<file path="config.mk">
export PLATFORM = sky130hd
export DESIGN_NAME = fetch_queue_flat
export DESIGN_NICKNAME = d
export VERILOG_FILES = /design/src/rtl/fetch_queue_if.sv /design/src/rtl/fetch_queue.sv /design/src/flat_wrapper.sv
export SDC_FILE = /design/constraint.sdc
export NUM_CORES = 1
export LEC_CHECK = 0
export BUFFER_PORTS_ARGS = -buffer_cell sky130_fd_sc_hd__buf_2
export CAP_MARGIN = 20
export CORE_MARGIN = 2
export CORE_UTILIZATION = 39
export CTS_CLUSTER_DIAMETER = 200
export CTS_CLUSTER_SIZE = 10
export DETAILED_ROUTE_END_ITERATION = 10
export HOLD_SLACK_MARGIN = 0.08
export SLEW_MARGIN = 20
export SYNTH_ARGS = -nofsm -noshare
export SYNTH_HDL_FRONTEND = slang
export SYNTH_SLANG_ARGS = --single-unit
</file>
<file path="constraint.sdc">
create_clock -name clk -period 5.8 [get_ports clk]
set_input_delay 1.16 -clock clk [delete_from_list [all_inputs] [get_ports clk]]
set_output_delay 1.16 -clock clk [all_outputs]
set_load 0.01 [all_outputs]
</file>
<file path="src/rtl/fetch_queue_if.sv">
// fetch_queue_if: instruction-memory read bus plus decode handoff handshake.
// master = fetch side (drives imem_req/addr, out_*); slave = imem/decode side.
interface fetch_queue_if #(
  parameter int WORD_W  = 64,
  parameter int INSTR_W = 32
);
  logic               imem_req;
  logic [WORD_W-1:0]  imem_addr;
  logic [INSTR_W-1:0] imem_rdata;
  logic               out_valid;
  logic               out_ready;
  logic [WORD_W-1:0]  out_pc;
  logic [WORD_W-1:0]  out_next_pc;
  logic [INSTR_W-1:0] out_instruction;

  modport master (
    output imem_req, imem_addr,
    input  imem_rdata,
    output out_valid, out_pc, out_next_pc, out_instruction,
    input  out_ready
  );

  modport slave (
    input  imem_req, imem_addr,
    output imem_rdata,
    input  out_valid, out_pc, out_next_pc, out_instruction,
    output out_ready
  );
endinterface

</file>
<file path="src/rtl/fetch_queue.sv">
// fetch_queue: PC owner + sync imem requester + DEPTH-entry {pc,instr} FIFO.
// Ports: clk, reset (sync, high), redirect_valid/redirect_pc, bus (fetch_queue_if.master),
// occupancy; FETCH_QUEUE_PERF_EN adds perf_fetched/perf_squashed.
module fetch_queue #(
  parameter int               WORD_W   = 64,
  parameter int               INSTR_W  = 32,
  parameter int               DEPTH    = 4,
  parameter logic [WORD_W-1:0] RESET_PC = '0
) (
  input  logic                         clk,
  input  logic                         reset,
  input  logic                         redirect_valid,
  input  logic [WORD_W-1:0]            redirect_pc,
  fetch_queue_if.master                bus,
  output logic [$clog2(DEPTH+1)-1:0]   occupancy
`ifdef FETCH_QUEUE_PERF_EN
  ,
  output logic [31:0]                  perf_fetched,
  output logic [31:0]                  perf_squashed
`endif
);
  localparam int PW = $clog2(DEPTH);
  localparam int OW = $clog2(DEPTH+1);

  typedef struct packed {
    logic [WORD_W-1:0]  pc;
    logic [INSTR_W-1:0] instr;
  } entry_t;

  entry_t             fifo_q [DEPTH];
  logic [PW-1:0]      wr_ptr;
  logic [PW-1:0]      rd_ptr;
  logic [OW-1:0]      occ;
  logic [WORD_W-1:0]  fetch_pc;
  logic [WORD_W-1:0]  cap_pc;
  logic               inflight;
  logic [OW:0]        credit;
  logic               issue;
  logic               push;
  logic               pop;

  // Outstanding response reserves a slot; same-cycle pop is not credited.
  assign credit = {1'b0, occ} + (OW+1)'(inflight);
  assign issue  = !reset && !redirect_valid
               && (credit < (OW+1)'(DEPTH));
  assign push   = inflight;
  assign pop    = bus.out_valid && bus.out_ready;

  assign bus.imem_req        = issue;
  assign bus.imem_addr       = fetch_pc;
  assign bus.out_valid       = (occ != '0);
  assign bus.out_pc          = fifo_q[rd_ptr].pc;
  assign bus.out_next_pc     = fifo_q[rd_ptr].pc + WORD_W'(4);
  assign bus.out_instruction = fifo_q[rd_ptr].instr;
  assign occupancy           = occ;

  always_ff @(posedge clk) begin
    if (reset) begin
      fetch_pc <= RESET_PC;
      cap_pc   <= '0;
      inflight <= 1'b0;
      wr_ptr   <= '0;
      rd_ptr   <= '0;
      occ      <= '0;
    end else if (redirect_valid) begin
      // Any response arriving now belongs to the old path: drop it.
      fetch_pc <= {redirect_pc[WORD_W-1:2], 2'b00};
      inflight <= 1'b0;
      wr_ptr   <= '0;
      rd_ptr   <= '0;
      occ      <= '0;
    end else begin
      inflight <= issue;
      if (issue) begin
        fetch_pc <= fetch_pc + WORD_W'(4);
        cap_pc   <= fetch_pc;
      end
      if (push) begin
        fifo_q[wr_ptr] <= '{pc: cap_pc, instr: bus.imem_rdata};
        wr_ptr         <= wr_ptr + PW'(1);
      end
      if (pop) begin
        rd_ptr <= rd_ptr + PW'(1);
      end
      occ <= occ + OW'(push) - OW'(pop);
    end
  end

`ifdef FETCH_QUEUE_PERF_EN
  logic [OW:0] drop;
  logic [32:0] sq_sum;

  // Entries left after the redirect-cycle pop, plus the dropped response.
  assign drop   = {1'b0, occ} - (OW+1)'(pop) + (OW+1)'(inflight);
  assign sq_sum = {1'b0, perf_squashed} + 33'(drop);

  always_ff @(posedge clk) begin
    if (reset) begin
      perf_fetched  <= '0;
      perf_squashed <= '0;
    end else begin
      if (pop && perf_fetched != '1) begin
        perf_fetched <= perf_fetched + 32'd1;
      end
      if (redirect_valid) begin
        perf_squashed <= sq_sum[32] ? '1 : sq_sum[31:0];
      end
    end
  end
`else
  // Performance counters not built.
`endif
endmodule

</file>
<file path="src/flat_wrapper.sv">
// flat-port wrapper written by rule: the top's interface ports become plain ports
module fetch_queue_flat 
#(
  parameter int               WORD_W   = 64,
  parameter int               INSTR_W  = 32,
  parameter int               DEPTH    = 4,
  parameter logic [WORD_W-1:0] RESET_PC = '0
)
  (clk, reset, redirect_valid, redirect_pc, occupancy, bus_imem_req, bus_imem_addr, bus_imem_rdata, bus_out_valid, bus_out_pc, bus_out_next_pc, bus_out_instruction, bus_out_ready);
  fetch_queue_if #(.WORD_W(WORD_W), .INSTR_W(INSTR_W)) bus_i ();
  input  logic clk;
  input  logic reset;
  input  logic redirect_valid;
  input  logic [WORD_W-1:0] redirect_pc;
  output logic [$clog2(DEPTH+1)-1:0] occupancy;
  output wire logic [$bits(bus_i.imem_req)-1:0] bus_imem_req;
  output wire logic [$bits(bus_i.imem_addr)-1:0] bus_imem_addr;
  input wire logic [$bits(bus_i.imem_rdata)-1:0] bus_imem_rdata;
  output wire logic [$bits(bus_i.out_valid)-1:0] bus_out_valid;
  output wire logic [$bits(bus_i.out_pc)-1:0] bus_out_pc;
  output wire logic [$bits(bus_i.out_next_pc)-1:0] bus_out_next_pc;
  output wire logic [$bits(bus_i.out_instruction)-1:0] bus_out_instruction;
  input wire logic [$bits(bus_i.out_ready)-1:0] bus_out_ready;
  assign bus_imem_req = bus_i.imem_req;
  assign bus_imem_addr = bus_i.imem_addr;
  assign bus_i.imem_rdata = bus_imem_rdata;
  assign bus_out_valid = bus_i.out_valid;
  assign bus_out_pc = bus_i.out_pc;
  assign bus_out_next_pc = bus_i.out_next_pc;
  assign bus_out_instruction = bus_i.out_instruction;
  assign bus_i.out_ready = bus_out_ready;
  fetch_queue #(.WORD_W(WORD_W), .INSTR_W(INSTR_W), .DEPTH(DEPTH), .RESET_PC(RESET_PC)) u_core (.clk(clk), .reset(reset), .redirect_valid(redirect_valid), .redirect_pc(redirect_pc), .bus(bus_i), .occupancy(occupancy));
endmodule
</file>
==> results.rst, run 1 <==
.. list-table::
   :header-rows: 1

   * - Metric
     - Value
   * - Power Dens Cells
     - 299 nW/µm²
   * - Global-route wire length before repair
     - 83.5 mm
   * - Chain of cells forming the critical path
     - mux4_1, and4_1, and4bb_1, nand3_4, nor4_1, xor2_1, buf_2
   * - Post-CTS setup buffer count
     - 0
   * - Die Y
     - 238 µm
   * - Clock transition time at the flip-flop clock pins of the worst setup and hold paths
     - 0.05 ns
   * - Final core utilization
     - 0.466
   * - Pin count of the biggest net entering global routing
     - 94
   * - Number of failing hold endpoints at the final stage
     - 0
   * - Post-route cell area
     - 25200 µm²
   * - Layout fillers
     - 4834
   * - Via count of the first global-routing pass
     - 13402
   * - Largest stage delay on the critical path
     - 0.83 ns
   * - Count of non-filler cells in the finished layout
     - 2517
   * - Overflow after GRT
     - 0
   * - Final estimated routing congestion in global placement
     - 0.886
   * - Number of CTS-inserted buffers
     - 56
   * - Final ANT Viol Nets
     - 0
   * - Dominant cell type by area after synthesis
     - sky130_fd_sc_hd__edfxtp_1
   * - I/O pins
     - 329
   * - Worst slack on hold paths
     - 0.498 ns
   * - Vias post-DR
     - 13846
   * - Effective utilization at floorplan
     - 0.397
   * - Final critical delay including setup and external delays
     - 5.03 ns
   * - Fraction of synthesized area in multiplexers
     - 0.102
   * - Adder and majority cell fraction of the synthesized area
     - 0.00619
   * - Final-report max-slew violation count
     - 0
   * - Buffers and inverters on the worst path
     - 1
   * - Critical path start-end classification
     - reg2out
   * - PortBufs
     - 320
   * - Max-Slew Margin vs Limit
     - 0.267
   * - Share of synthesized registers carrying an async set or reset
     - 0
   * - 1st-iter DRT viols
     - 1070
   * - Total Wirelength
     - 55.9 mm
   * - Synthesized area
     - 21400 µm²
   * - Number of placed cells counting well taps
     - 2441
   * - Commonest register cell after synthesis
     - sky130_fd_sc_hd__edfxtp_1
   * - Multi-input gate area
     - 6940 µm²
   * - Flip-flop and latch count after synthesis
     - 510
   * - Total of warnings raised by yosys
     - 0
   * - Leading cell type in the layout, fill and taps excluded
     - sky130_fd_sc_hd__edfxtp_1
   * - Xor/xnor cell area share of the yosys netlist
     - 0.0372
   * - Number of antenna violations at the first check in global routing
     - 2
   * - Die area
     - 56800 µm²
   * - Reported max-cap violation count
     - 0
   * - Leak pwr
     - 9.20 nW
   * - Worst skew pair latency
     - 0.60 ns
   * - Setup total negative slack
     - 0 ns
   * - WL/cell
     - 22.2 µm
   * - Number of rows in the core area
     - 85
   * - Startpoint type of the worst setup path
     - flip-flop
   * - Horizontal die dimension
     - 238 µm
   * - Top cells by area, synth
     - sky130_fd_sc_hd__edfxtp_1 53%, sky130_fd_sc_hd__dfxtp_1 13%, sky130_fd_sc_hd__mux4_2 9.1%
   * - RSZ-0062 raised after global routing
     - no
   * - H-Tree Level Count
     - 2
   * - Highest-count cells in the layout ignoring fill and taps
     - 376 x sky130_fd_sc_hd__edfxtp_1, 319 x sky130_fd_sc_hd__buf_2, 195 x sky130_fd_sc_hd__nand2_1, 132 x sky130_fd_sc_hd__dfxtp_1, 102 x sky130_fd_sc_hd__a21oi_1
   * - EDFF count, synth
     - 376
   * - Final nets
     - 1913
   * - First-pass iteration count of the detailed router
     - 6
   * - Fin crit share
     - 0.867
   * - Cell count after synthesis
     - 1480
   * - Compound-Gate Fraction of Synth Area
     - 0.0545
   * - Slowest library cell on the worst path
     - sky130_fd_sc_hd__dfxtp_4
   * - Count of endpoints failing setup in the final report
     - 0
   * - Simple logic cell fraction of the synthesized area
     - 0.122
   * - Endpoint required time on the critical path
     - 4.64 ns
   * - Critical Path AT
     - 3.87 ns
   * - Largest delay contributor family on the critical path
     - simple AND/OR/NAND/NOR gates
   * - Remaining design rule violation count
     - 0
   * - CTS tree
     - built
   * - Post-route clock skew
     - 0.0227 ns
   * - Hold/Removal Path Class
     - reg2reg
   * - Maximum net fanout on the critical path
     - 37
   * - Peak VDD IR
     - 0.205 mV
   * - Library cells used by synthesis
     - 63
   * - CTS hold repair buffers
     - 0
   * - Timing-limited maximum frequency
     - 0.199 GHz
   * - Placed Area
     - 23600 µm²
   * - Storage element area
     - 14000 µm²
   * - Synthesis-to-layout area growth
     - 17.4%
   * - Vias per cell
     - 5.50
   * - Total number of clock tree sinks
     - 510
   * - Largest family of logic cells by synthesized area
     - simple AND/OR/NAND/NOR gates
   * - Measured slew at the worst slew-check pin
     - 1.10 ns
   * - Buffer cell driving the clock tree root
     - sky130_fd_sc_hd__clkbuf_16
   * - Inserted Diodes
     - 0
   * - Proportion of netlist area held by the largest area contributor
     - 0.527
   * - Fraction of final layout cells with drive strength greater than 1
     - 0.295
   * - Dpl hpwl
     - 38.0 mm
   * - Overall global routing resource usage
     - 0.194
   * - Sequential fraction of the synthesis area
     - 0.652
   * - Area of the placeable core
     - 54000 µm²
   * - Post-Synthesis Mean Instance Area
     - 14.5 µm²
   * - Result of the run
     - completed
   * - Element type at the critical path end
     - primary output
   * - Maximum count of clock buffers along a single path
     - 3
   * - Gates resized, CTS repair
     - 0
==> path summary, 6_finish.rpt <==
kind | from | to | slack [ns] | cells past startpoint
max | flip-flop | bus_out_next_pc[48] | 0.77 | 7
min | u_core.cap_pc[49] | u_core.cap_pc[49] | 0.50 | 2
max reg2reg | u_core.inflight | u_core.bus.imem_addr[23] | 2.58 | 8
min reg2reg | u_core.cap_pc[49] | u_core.cap_pc[49] | 0.50 | 2
==> registers in the layout (all words and copies together), names as in the netlist, named ones only <==
signal	cells
u_core.fifo_q	376
u_core.rd_ptr	2
u_core.inflight	1
u_core.wr_ptr	2
u_core.cap_pc	62
u_core.bus.imem_addr	62
u_core.occupancy	3
==> layer usage <==
metal,part of all wire,global-route usage,routed length (µm)
met5,0.00048,0,27
met4,0.028,0.0581,1560
met3,0.067,0.0378,3760
met2,0.44,0.287,24400
met1,0.47,0.290,26100
==> worst min-delay path: cells and delay by family (launching register included) <==
kind               cells  cell delay, ns
DFF                    1            0.33
and+or+nand+nor        1            0.06
AOI/OAI and AO/OA      1            0.06
==> cell type report <==
class / count / area share
Tap cell: 696 / 0.0346
Clock buffer: 75 / 0.0594
Sequential cell: 510 / 0.556
Multi-Input combinational cell: 869 / 0.276
Timing Repair Buffer: 340 / 0.0697
Inverter: 26 / 0.00388
Clock inverter: 1 / 0.000796
==> metrics by stage <==
step	setup WS, ns	total power, mW
floorplan	1.66	4.31
global placement	1.30	4.49
detailed placement	1.26	4.49
CTS	0.603	7.60
global route	0.377	7.78
finish	0.772	7.52
==> cells by family after synthesis <==
| logic type | Yosys count |
|---|---|
| flip-flops | 510 |
| AND/OR/NAND/NOR | 475 |
| AO/OA/AOI/OAI | 189 |
| buffers and inverters | 106 |
| multiplexers | 98 |
| XOR/XNOR | 91 |
| adder cells (fa/ha/maj) | 10 |
| other | 1 |
==> power breakdown <==
group          switching (mW)  leakage [nW]  internal [mW]  total, mW
clock network            1.34         0.733           1.76       3.10
registers              0.0914          4.92           3.95       4.04
logic                   0.226          3.54          0.151      0.377
==> cells in the mapped netlist (14+ instances only) <==
cell type / n
sky130_fd_sc_hd__edfxtp_1: 376
sky130_fd_sc_hd__nand2_1: 195
sky130_fd_sc_hd__dfxtp_1: 134
sky130_fd_sc_hd__a21oi_1: 102
sky130_fd_sc_hd__mux4_2: 87
sky130_fd_sc_hd__nor2_1: 62
sky130_fd_sc_hd__xnor2_1: 51
sky130_fd_sc_hd__clkbuf_1: 50
sky130_fd_sc_hd__xor2_1: 40
sky130_fd_sc_hd__nand3_1: 36
sky130_fd_sc_hd__nand4_1: 35
sky130_fd_sc_hd__inv_1: 25
sky130_fd_sc_hd__a211oi_1: 23
sky130_fd_sc_hd__nor3_1: 19
sky130_fd_sc_hd__and3_1: 18
sky130_fd_sc_hd__nor4_1: 17
sky130_fd_sc_hd__a31oi_1: 15
sky130_fd_sc_hd__and4_1: 15
sky130_fd_sc_hd__and2_1: 14
(Power assumes the default switching activity.)
==> run 2: changes to the inputs <==
BUFFER_PORTS_ARGS = not set   (was -buffer_cell sky130_fd_sc_hd__buf_2)
DONT_BUFFER_PORTS = 1   (was not set)
SLEW_MARGIN = not set   (was 20)
==> run 2 against run 1 <==
  * Clock skew fell by 0.0012 ns
  * Sequential share of layout area rose by 3.7 points
  * Via count fell by 9.5%
  * Maximum frequency is 0.69% higher
  * Final area down 6.2%
  * Flip-flop and latch count unchanged
  * Critical path type unchanged
  * Clock-buffer cell count increased by 1
  * Hold slack worse by 0.0021 ns
  * Die area did not move
  * Register-to-register slack worse by 0.83 ns
  * Sequential power hardly changed
  * Critical endpoint unchanged
==> results.rst, run 2 (synthesis results as in run 1) <==
.. list-table::
   :header-rows: 1

   * - Metric
     - Value
   * - Result of the run
     - completed
   * - Leak pwr
     - 7.76 nW
   * - CTS hold repair buffers
     - 0
   * - Critical path start-end classification
     - reg2out
   * - Post-CTS setup buffer count
     - 0
   * - Startpoint type of the worst setup path
     - flip-flop
   * - Number of placed cells counting well taps
     - 2118
   * - First-pass iteration count of the detailed router
     - 6
   * - Layout fillers
     - 4882
   * - Peak VDD IR
     - 0.199 mV
   * - Global-route wire length before repair
     - 80.1 mm
   * - Overflow after GRT
     - 0
   * - Total Wirelength
     - 54.9 mm
   * - Part of the total power dissipated in the clock network
     - 0.420
   * - GR peak layer
     - met2
   * - Post-route clock skew
     - 0.0215 ns
   * - Number of CTS-inserted buffers
     - 56
   * - Dpl hpwl
     - 36.5 mm
   * - Count of endpoints failing setup in the final report
     - 0
   * - Overall global routing resource usage
     - 0.189
   * - Slowest library cell on the worst path
     - sky130_fd_sc_hd__dfxtp_4
   * - Horizontal die dimension
     - 238 µm
   * - RSZ-0062 raised after global routing
     - no
   * - Pin count of the biggest net entering global routing
     - 131
   * - Effective utilization at floorplan
     - 0.397
   * - Leading cell type in the layout, fill and taps excluded
     - sky130_fd_sc_hd__edfxtp_1
   * - Number of antenna violations at the first check in global routing
     - 0
   * - Final nets
     - 1590
   * - Largest stage delay on the critical path
     - 0.76 ns
   * - Fraction of final layout cells with drive strength greater than 1
     - 0.143
   * - WL/cell
     - 25.0 µm
   * - Setup slack on the worst flop-to-flop path
     - 1.75 ns
   * - 1st-iter DRT viols
     - 891
   * - Number of failing hold endpoints at the final stage
     - 0
   * - Buffer cell driving the clock tree root
     - sky130_fd_sc_hd__clkbuf_16
   * - PortBufs
     - 0
   * - Max reg flops
     - 376
   * - Setup total negative slack
     - 0 ns
   * - Timing-limited maximum frequency
     - 0.200 GHz
   * - Die area
     - 56800 µm²
   * - Sequential cell fraction of total power
     - 0.547
   * - Gates resized, CTS repair
     - 0
   * - Maximum count of clock buffers along a single path
     - 3
   * - Chain of cells forming the critical path
     - buf_12, mux4_2, nand4_2, nor2_4, nand3_1, nor4_1, xor2_1
   * - Total number of clock tree sinks
     - 510
   * - Power Dens Cells
     - 315 nW/µm²
   * - Sw power
     - 1.60 mW
   * - Via count of the first global-routing pass
     - 12238
   * - Measured slew at the worst slew-check pin
     - 0.989 ns
   * - Count of non-filler cells in the finished layout
     - 2195
   * - Hold/Removal Path Class
     - reg2reg
   * - Maximum net fanout on the critical path
     - 31
   * - Remaining design rule violation count
     - 0
   * - Final-report max-slew violation count
     - 0
   * - Max-Slew Margin vs Limit
     - 0.341
   * - GR Layer Usage met1
     - 0.267
   * - CTS tree
     - built
   * - Fin crit share
     - 0.861
   * - Vias per cell
     - 5.71
   * - Clock transition time at the flip-flop clock pins of the worst setup and hold paths
     - 0.05 ns
   * - Final estimated routing congestion in global placement
     - 0.826
   * - Critical Path AT
     - 3.83 ns
   * - Cell-internal power
     - 5.83 mW
   * - Worst skew pair latency
     - 0.60 ns
   * - Inserted Diodes
     - 0
   * - Comb pwr share
     - 0.033
   * - Endpoint required time on the critical path
     - 4.64 ns
   * - Vias post-DR
     - 12531
   * - Area of the placeable core
     - 54000 µm²
   * - Worst slack on hold paths
     - 0.496 ns
   * - H-Tree Level Count
     - 2
   * - Global-route track usage on met2
     - 0.287
   * - Switching power as a share of total power
     - 0.215
   * - Reported max-cap violation count
     - 0
   * - Final critical delay including setup and external delays
     - 4.99 ns
   * - Met3 usage in global routing
     - 0.0534
   * - Highest-count cells in the layout ignoring fill and taps
     - 376 x sky130_fd_sc_hd__edfxtp_1, 195 x sky130_fd_sc_hd__nand2_1, 132 x sky130_fd_sc_hd__dfxtp_1, 102 x sky130_fd_sc_hd__a21oi_1, 87 x sky130_fd_sc_hd__mux4_2
   * - Die Y
     - 238 µm
   * - Largest delay contributor family on the critical path
     - simple AND/OR/NAND/NOR gates
   * - Synthesis-to-layout area growth
     - 10.1%
   * - Element type at the critical path end
     - primary output
   * - Buffers and inverters on the worst path
     - 1
   * - Number of rows in the core area
     - 85
   * - Largest reg by FF count
     - u_core.fifo_q
   * - Final ANT Viol Nets
     - 0
   * - I/O pins
     - 329
-- run 2: cell types whose count changed in the layout (fill, tap and decap cells not counted), sizes merged --
cell and delta:
buf -323, inv -1, clkbuf +1, clkinv +1
-- run 2: path summary, 6_finish.rpt --
| check | start | to | cells past startpoint |
|---|---|---|---|
| worst max-delay path | flip-flop | bus_out_next_pc[48] | 7 |
| worst min-delay path | u_core.cap_pc[19] | u_core.cap_pc[19] | 2 |
| worst max register to register | u_core.inflight | u_core.bus.imem_addr[12] | 8 |
| worst min register to register | u_core.cap_pc[19] | u_core.cap_pc[19] | 2 |
-- run 2: worst register-to-register path, stage by stage (launching register included) --
cell	delay, ns
sky130_fd_sc_hd__dfxtp_1	0.60
sky130_fd_sc_hd__a21oi_1	0.41
sky130_fd_sc_hd__o21ai_4	0.23
sky130_fd_sc_hd__buf_4	0.79
sky130_fd_sc_hd__inv_2	0.56
sky130_fd_sc_hd__buf_4	0.39
sky130_fd_sc_hd__nor2_1	0.56
sky130_fd_sc_hd__o21ai_0	0.23
sky130_fd_sc_hd__a31oi_1	0.19
-- run 2: layout make-up --
type                       count  area (µm²)  area share
sequential                   510       14000       0.593
multi-input combinational    869        6940       0.294
clock buffer                  76        1520      0.0644
tap                          696         871      0.0369
timing repair buffer          17         165     0.00700
inverter                      26        97.6     0.00414
clock inverter                 1        16.3    0.000690
-- run 2: layer usage --
metal | share of wire | wire (µm)
met3 | 0.080 | 4390
met4 | 0.019 | 1050
met2 | 0.45 | 24800
met1 | 0.45 | 24700
met5 | 0 | 0
-- run 2: power groups by stage --
stage	Sequential (mW)	Combinational [mW]	Clock (mW)
floorplan	4.09	0.224	0
global placement	4.13	0.246	0
detailed placement	4.14	0.249	0
CTS	4.06	0.250	3.22
global route	4.07	0.270	3.36
finish	4.06	0.246	3.12
-- run 2: metrics by stage --
stage               setup WS, ns  total power, mW  instance area, µm²  utilization
global placement            1.27             4.38               22100        0.408
floorplan                   1.66             4.31               21400            -
detailed placement          1.31             4.39               22100        0.408
finish                     0.807             7.43               23600        0.437
global route               0.526             7.70               23600        0.437
CTS                        0.646             7.53               23600        0.437
